$ cat src/rtl/difftest_sched_pkg.sv
// Shared types and constants for the difftest step scheduler.
// Holds the simulation verdict encoding, checker response codes and the scheduler FSM states.
package difftest_sched_pkg;

    typedef enum logic [1:0] {
        SIM_RUN   = 2'd0,
        SIM_DONE  = 2'd1,
        SIM_FAIL  = 2'd2,
        SIM_STUCK = 2'd3
    } sim_state_e;

    localparam logic [7:0] RSP_OK   = 8'd0;
    localparam logic [7:0] RSP_DONE = 8'd1;
    localparam logic [7:0] RSP_FAIL = 8'd2;

    typedef enum logic [2:0] {
        FSM_INIT,
        FSM_ARB,
        FSM_REQ,
        FSM_WAIT,
        FSM_TERM
    } fsm_e;

    // Index width for a core count, never narrower than one bit.
    function automatic int idx_width(input int n);
        return (n > 1) ? $clog2(n) : 1;
    endfunction

endpackage

$ cat src/rtl/difftest_rr_pick.sv
// Combinational round-robin picker: first eligible index at or above i_ptr, wrapping.
// Rotates the eligibility vector so the search always starts at bit 0.
module difftest_rr_pick #(
    parameter int N     = 2,
    parameter int IDX_W = 1
) (
    input  logic [N-1:0]     i_elig,
    input  logic [IDX_W-1:0] i_ptr,
    output logic [IDX_W-1:0] o_grant,
    output logic             o_found
);

    logic [N-1:0]   w_rot;
    logic [IDX_W:0] w_off;
    logic [IDX_W:0] w_sum;

    assign w_rot = N'({i_elig, i_elig} >> i_ptr);

    always_comb begin
        o_found = 1'b0;
        w_off   = '0;
        for (int k = 0; k < N; k++) begin
            if (!o_found && w_rot[k]) begin
                o_found = 1'b1;
                w_off   = (IDX_W+1)'(k);
            end
        end
        w_sum = {1'b0, i_ptr} + w_off;
        if (w_sum >= (IDX_W+1)'(N)) begin
            w_sum = w_sum - (IDX_W+1)'(N);
        end
        o_grant = IDX_W'(w_sum);
    end

endmodule

$ cat src/rtl/difftest_step_scheduler.sv
// Batches per-core committed steps into round-robin check requests for a single checker
// channel, folds in checker verdicts, core exits and a stuck watchdog into the sim state.
module difftest_step_scheduler
    import difftest_sched_pkg::*;
#(
    parameter  int NUM_CORES = 2,
    parameter  int STEP_W    = 8,
    parameter  int ACC_W     = 16,
    parameter  int STUCK_W   = 32,
    localparam int IDX_W     = idx_width(NUM_CORES)
) (
    input  logic                        clock,
    input  logic                        reset,
    input  logic [NUM_CORES*STEP_W-1:0] core_step,
    input  logic [NUM_CORES-1:0]        core_exit_valid,
    input  logic [NUM_CORES-1:0]        core_exit_good,
    input  logic [STUCK_W-1:0]          stuck_limit,
    output logic                        req_valid,
    input  logic                        req_ready,
    output logic [IDX_W-1:0]            req_core,
    output logic [ACC_W-1:0]            req_nstep,
    input  logic                        rsp_valid,
    input  logic [7:0]                  rsp_result,
    output logic [1:0]                  sim_state,
    output logic                        perf_dump,
    output logic                        acc_overflow
);

    // Returns {saturated, value}.
    function automatic logic [ACC_W:0] sat_add(input logic [ACC_W-1:0] a,
                                               input logic [STEP_W-1:0] s);
        logic [ACC_W:0] sum;
        sum = {1'b0, a} + (ACC_W+1)'(s);
        if (sum[ACC_W]) begin
            return {1'b1, {ACC_W{1'b1}}};
        end
        return sum;
    endfunction

    logic [ACC_W-1:0]   r_acc [NUM_CORES];
    logic [NUM_CORES-1:0] r_exit_mask;
    logic [STUCK_W-1:0] r_wdog;
    logic [IDX_W-1:0]   r_rr_ptr;
    fsm_e               r_fsm;
    sim_state_e         r_sim_state;
    logic               r_req_valid;
    logic [IDX_W-1:0]   r_req_core;
    logic [ACC_W-1:0]   r_req_nstep;
    logic               r_perf_dump;
    logic               r_acc_ovf;

    logic [ACC_W-1:0]     w_acc_nxt [NUM_CORES];
    logic [NUM_CORES-1:0] w_sat;
    logic [NUM_CORES-1:0] w_elig;
    logic [NUM_CORES-1:0] w_gmask;
    logic [IDX_W-1:0]     w_grant;
    logic                 w_found;
    logic                 w_running;
    logic                 w_rsp_take;
    logic                 w_fail;
    logic                 w_done;
    logic                 w_stuck;
    logic                 w_term;
    logic                 w_grant_en;
    logic [IDX_W-1:0]     w_rr_next;

    difftest_rr_pick #(
        .N     (NUM_CORES),
        .IDX_W (IDX_W)
    ) u_pick (
        .i_elig  (w_elig),
        .i_ptr   (r_rr_ptr),
        .o_grant (w_grant),
        .o_found (w_found)
    );

    always_comb begin
        for (int i = 0; i < NUM_CORES; i++) begin
            w_elig[i] = (r_acc[i] != '0);
            {w_sat[i], w_acc_nxt[i]} = sat_add(r_acc[i], core_step[i*STEP_W +: STEP_W]);
        end
    end

    // Terminal causes are evaluated combinationally and resolved FAIL > DONE > STUCK.
    assign w_running  = (r_fsm != FSM_TERM);
    assign w_rsp_take = (r_fsm == FSM_WAIT) && rsp_valid;
    assign w_fail     = (|(core_exit_valid & ~core_exit_good))
                      || (w_rsp_take && (rsp_result >= RSP_FAIL));
    assign w_done     = (w_rsp_take && (rsp_result == RSP_DONE))
                      || ((r_fsm == FSM_ARB) && (&r_exit_mask) && !(|w_elig));
    assign w_stuck    = (stuck_limit != '0) && (r_wdog >= stuck_limit);
    assign w_term     = w_running && (w_fail || w_done || w_stuck);
    assign w_grant_en = (r_fsm == FSM_ARB) && w_found && !w_term;
    assign w_rr_next  = (w_grant == IDX_W'(NUM_CORES - 1)) ? '0 : w_grant + IDX_W'(1);

    always_comb begin
        for (int i = 0; i < NUM_CORES; i++) begin
            w_gmask[i] = w_grant_en && (w_grant == IDX_W'(i));
        end
    end

    // Accumulators, exit mask and watchdog freeze once the run is terminal.
    always_ff @(posedge clock or negedge reset) begin
        if (!reset) begin
            for (int i = 0; i < NUM_CORES; i++) begin
                r_acc[i] <= '0;
            end
            r_exit_mask <= '0;
            r_wdog      <= '0;
            r_acc_ovf   <= 1'b0;
        end else if (w_running) begin
            for (int i = 0; i < NUM_CORES; i++) begin
                if (w_gmask[i]) begin
                    r_acc[i] <= ACC_W'(core_step[i*STEP_W +: STEP_W]);
                end else begin
                    r_acc[i] <= w_acc_nxt[i];
                end
            end
            r_acc_ovf   <= r_acc_ovf | (|(w_sat & ~w_gmask));
            r_exit_mask <= r_exit_mask | (core_exit_valid & core_exit_good);
            if (|core_step) begin
                r_wdog <= '0;
            end else if (r_wdog != '1) begin
                r_wdog <= r_wdog + STUCK_W'(1);
            end
        end
    end

    always_ff @(posedge clock or negedge reset) begin
        if (!reset) begin
            r_fsm       <= FSM_INIT;
            r_sim_state <= SIM_RUN;
            r_rr_ptr    <= '0;
            r_req_valid <= 1'b0;
            r_req_core  <= '0;
            r_req_nstep <= '0;
            r_perf_dump <= 1'b0;
        end else begin
            r_perf_dump <= 1'b0;
            if (w_term) begin
                r_fsm       <= FSM_TERM;
                r_req_valid <= 1'b0;
                r_perf_dump <= 1'b1;
                if (w_fail) begin
                    r_sim_state <= SIM_FAIL;
                end else if (w_done) begin
                    r_sim_state <= SIM_DONE;
                end else begin
                    r_sim_state <= SIM_STUCK;
                end
            end else begin
                case (r_fsm)
                    FSM_INIT: r_fsm <= FSM_ARB;
                    FSM_ARB: begin
                        if (w_grant_en) begin
                            r_req_core  <= w_grant;
                            r_req_nstep <= r_acc[w_grant];
                            r_rr_ptr    <= w_rr_next;
                            r_req_valid <= 1'b1;
                            r_fsm       <= FSM_REQ;
                        end
                    end
                    FSM_REQ: begin
                        if (r_req_valid && req_ready) begin
                            r_req_valid <= 1'b0;
                            r_fsm       <= FSM_WAIT;
                        end
                    end
                    // Only an OK verdict reaches here; DONE/FAIL are taken as terminal above.
                    FSM_WAIT: begin
                        if (rsp_valid) begin
                            r_fsm <= FSM_ARB;
                        end
                    end
                    default: r_fsm <= r_fsm;
                endcase
            end
        end
    end

    assign req_valid    = r_req_valid;
    assign req_core     = r_req_core;
    assign req_nstep    = r_req_nstep;
    assign sim_state    = r_sim_state;
    assign perf_dump    = r_perf_dump;
    assign acc_overflow = r_acc_ovf;

endmodule

$ cat config.mk
export PLATFORM = sky130hd
export DESIGN_NAME = difftest_step_scheduler
export DESIGN_NICKNAME = d
export VERILOG_FILES = /design/src/rtl/difftest_sched_pkg.sv /design/src/rtl/difftest_rr_pick.sv /design/src/rtl/difftest_step_scheduler.sv
export SDC_FILE = /design/constraint.sdc
export NUM_CORES = 1
export LEC_CHECK = 0
export ABC_CLOCK_PERIOD_IN_PS = 4100
export CORE_ASPECT_RATIO = 1.2
export CORE_MARGIN = 4
export CORE_UTILIZATION = 45
export DETAILED_ROUTE_END_ITERATION = 8
export GPL_TIMING_DRIVEN = 0
export HOLD_SLACK_MARGIN = 0.05
export PLACE_DENSITY_LB_ADDON = 0.05
export SYNTH_ARGS = -nofsm -noshare
export SYNTH_HDL_FRONTEND = slang
export SYNTH_SLANG_ARGS = --single-unit
export TNS_END_PERCENT = 100
$ cat constraint.sdc
create_clock -name clock -period 4.1 [get_ports clock]
set_input_delay 0.41 -clock clock [delete_from_list [all_inputs] [get_ports clock]]
set_output_delay 0.41 -clock clock [all_outputs]
set_load 0.01 [all_outputs]
==> metrics <==
fmax 0.297 GHz; Slew Limit Fails 0; R2R cell count 10; reg2reg end acc_overflow; WL/cell 18.5 um; Die Height 136 um; PwrDens ~470 mW/mm^2; Initial Util 0.463; number of max-cap violations 0; post-cts sizing count 0; number of synthesized flops with an enable pin 0; first-pass GRT wire length between 20000 and 30000 um; Placer Congestion 0.903; # setup viols final 0; CP endpoint kind register; clk sink count just over 90; Yosys warnings 0; DP Wirelength between 10000 and 15000 um; CTS tree yes; Hold Crit Endpoint r_exit_mask[0]; Congestion Overflow GR 0; Die X 115 um; routed wire length 17500 um; Rel. slew slack 0.508; Core ar. 0.0133 sq mm; Fillers 1223; peak supply drop around 0.29 mV; most frequent cells in the layout 92 x dfrtp_1, 84 x clkdlybuf4s50_1, 81 x nor2_1, 50 x inv_1, 49 x ha_1; Cell variety after synth 66; Worst Min Path Start r_exit_mask[0]; die area 0.0156 sq mm; Root Buffer clkbuf_16; layout cells sized above 1 0.0834; number of buffers created by CTS 9; ANT nets after route 0; worst hold margin about 470 ps; syn avg cell area 9.10 sq um; htree depth 3; Clock Skews 6.33 ps; post-synthesis sequential area ratio 0.374; clock tree buffer depth 2; Worst-Skew Late Latency 340 ps; worst-margin pin slew 738 ps; Final period util 0.821; Final Critical Period approximately 3400 ps; Post-CTS Hold Buffers 1; Cells after Synth 677; worst hold path depth 1; Crit path required time 4330 ps; diode count 0; FF-to-FF Start r_wdog[13]; Post-synth ARST share 1.00; #FFs+latches synth 92; hold crit path type register to register; layout net count 890; crit path max fanout 10; Primary FF master, synth dfrtp_1; postcts setup bufs 0; syn_nets approximately 800; Finished Cell Area 0.00759 sq mm; total number of vias approximately 5.6k; flop-to-flop setup slack 940 ps; post-layout util 0.571; clk slew on worst S/H paths 70 ps; vias in the first global route 5757; synthesized area 0.00616 sq mm; GRT Util Overall 0.230; initial antenna violation count 0; largest net degree at the start of global routing 69; Rows 46; Pleak approximately 3.4 nW; Startpoint Class input port; Final Power 3.60 mW; status complete, no violations; P&R area growth vs syn 23.3%; 1st-pass router iterations 5; Hold Vio Cnt, Final 0; Port Buffers 85; RSZ-0062 raised after global routing false; Worst Path Arrival 3590 ps; most common cell after layout, fill and taps aside dfrtp_1; Crit Path Category input port to register; setup TNS 0 ps; Iter 0 DRT Violations 327; Placed Area 0.00724 sq mm; Via density 5.91; drt drc 0; io pins 86
==> registers in the layout, indices dropped and copies added, names as in the netlist <==
register	cells
r_fsm	3
r_rr_ptr	1
req_nstep	16
req_valid	1
perf_dump	1
req_core	1
r_acc	32
acc_overflow	1
r_wdog	32
r_exit_mask	2
sim_state	2
==> worst max path at each step <==
stage	start	to	slack [ps]	cells past startpoint
floorplan	core_step[8]	r_acc[0]	1650	11
global placement	reset	r_acc[3]	-960	1
detailed placement	stuck_limit[13]	acc_overflow	300	12
CTS	stuck_limit[13]	acc_overflow	660	12
global route	stuck_limit[13]	r_acc[9]	550	12
finish	stuck_limit[13]	acc_overflow	740	12
==> per-layer routing <==
layer	GRT usage	up-vias	routed length, um
met5	0	-	0
li1	-	2652	-
met4	0.113	0	764
met1	0.268	2715	7130
met2	0.414	176	8890
met3	0.0258	50	730
==> layout make-up <==
class                   count  area (sq um)  share of cell area
well taps                 168           210              0.0277
repair buffers             87           886               0.117
clock inverters             5           100              0.0132
multi-input cells         511          3520               0.464
clock buffers              10           239              0.0315
inverters                  50           188              0.0247
flip-flops and latches     92          2300               0.303
plain buffers              24           145              0.0191
==> synthesized netlist by cell type (all sizes together) (3+ instances only) <==
| cell type | instances | area, sq um |
|---|---|---|
| dfrtp | 92 | 2300 |
| nor2 | 83 | 317 |
| a21oi | 59 | 344 |
| inv | 50 | 188 |
| ha | 49 | 613 |
| nand2 | 35 | 131 |
| xor2 | 31 | 272 |
| nand3 | 29 | 155 |
| nor4 | 22 | 159 |
| o21ai | 22 | 110 |
| nand4 | 19 | 119 |
| mux2i | 17 | 170 |
| buf | 15 | 111 |
| nor3 | 12 | 75.1 |
| a31oi | 10 | 62.6 |
| o22ai | 10 | 62.6 |
| xnor2 | 10 | 87.6 |
| a211oi | 9 | 67.6 |
| clkbuf | 9 | 33.8 |
| nor2b | 9 | 56.3 |
| and2 | 8 | 50.1 |
| and3 | 8 | 50.1 |
| and4 | 7 | 61.3 |
| o31ai | 7 | 57.6 |
| a311oi | 5 | 50.0 |
| nand2b | 5 | 31.3 |
| o221a | 4 | 45.0 |
| a21o | 3 | 22.5 |
| a31o | 3 | 26.3 |
| o21a | 3 | 22.5 |
| o21bai | 3 | 22.5 |
| or2 | 3 | 18.8 |
==> cells by family (layout without fill, tap and decap cells) <==
| kind of cell | Yosys count | count (layout) | synth area share |
|---|---|---|---|
| buffers and inverters | 74 | 176 | 0.0540 |
| AND/OR/NAND/NOR | 248 | 248 | 0.209 |
| adder cells (fa/ha/maj) | 52 | 52 | 0.108 |
| multiplexers | 17 | 17 | 0.0276 |
| AO/OA/AOI/OAI | 153 | 153 | 0.169 |
| XOR/XNOR | 41 | 41 | 0.0583 |
| flip-flops | 92 | 92 | 0.374 |
==> power by group <==
group	internal [mW]	switching, mW	leakage (nW)
Combinational	0.616	0.723	2.09
Sequential	1.08	0.219	1.16
Clock	0.607	0.353	0.168
Total	2.30	1.29	3.41
==> critical path, cell delays in order <==
cell,delay (ps)
clkdlybuf4s50_1,490
inv_1,50
ha_1,300
a21oi_1,140
nor2_1,70
a2111oi_0,490
o211ai_1,240
a22oi_1,600
nand3_2,250
buf_2,280
a21oi_1,160
o21bai_1,90
==> per-stage QoR <==
step	cells	worst slack, ps
after detailed placement	931	300
after global routing	947	548
after floorplan	677	1650
after CTS	947	663
after global placement	930	-956
final	947	735
Power figures use the tool's default switching activity.
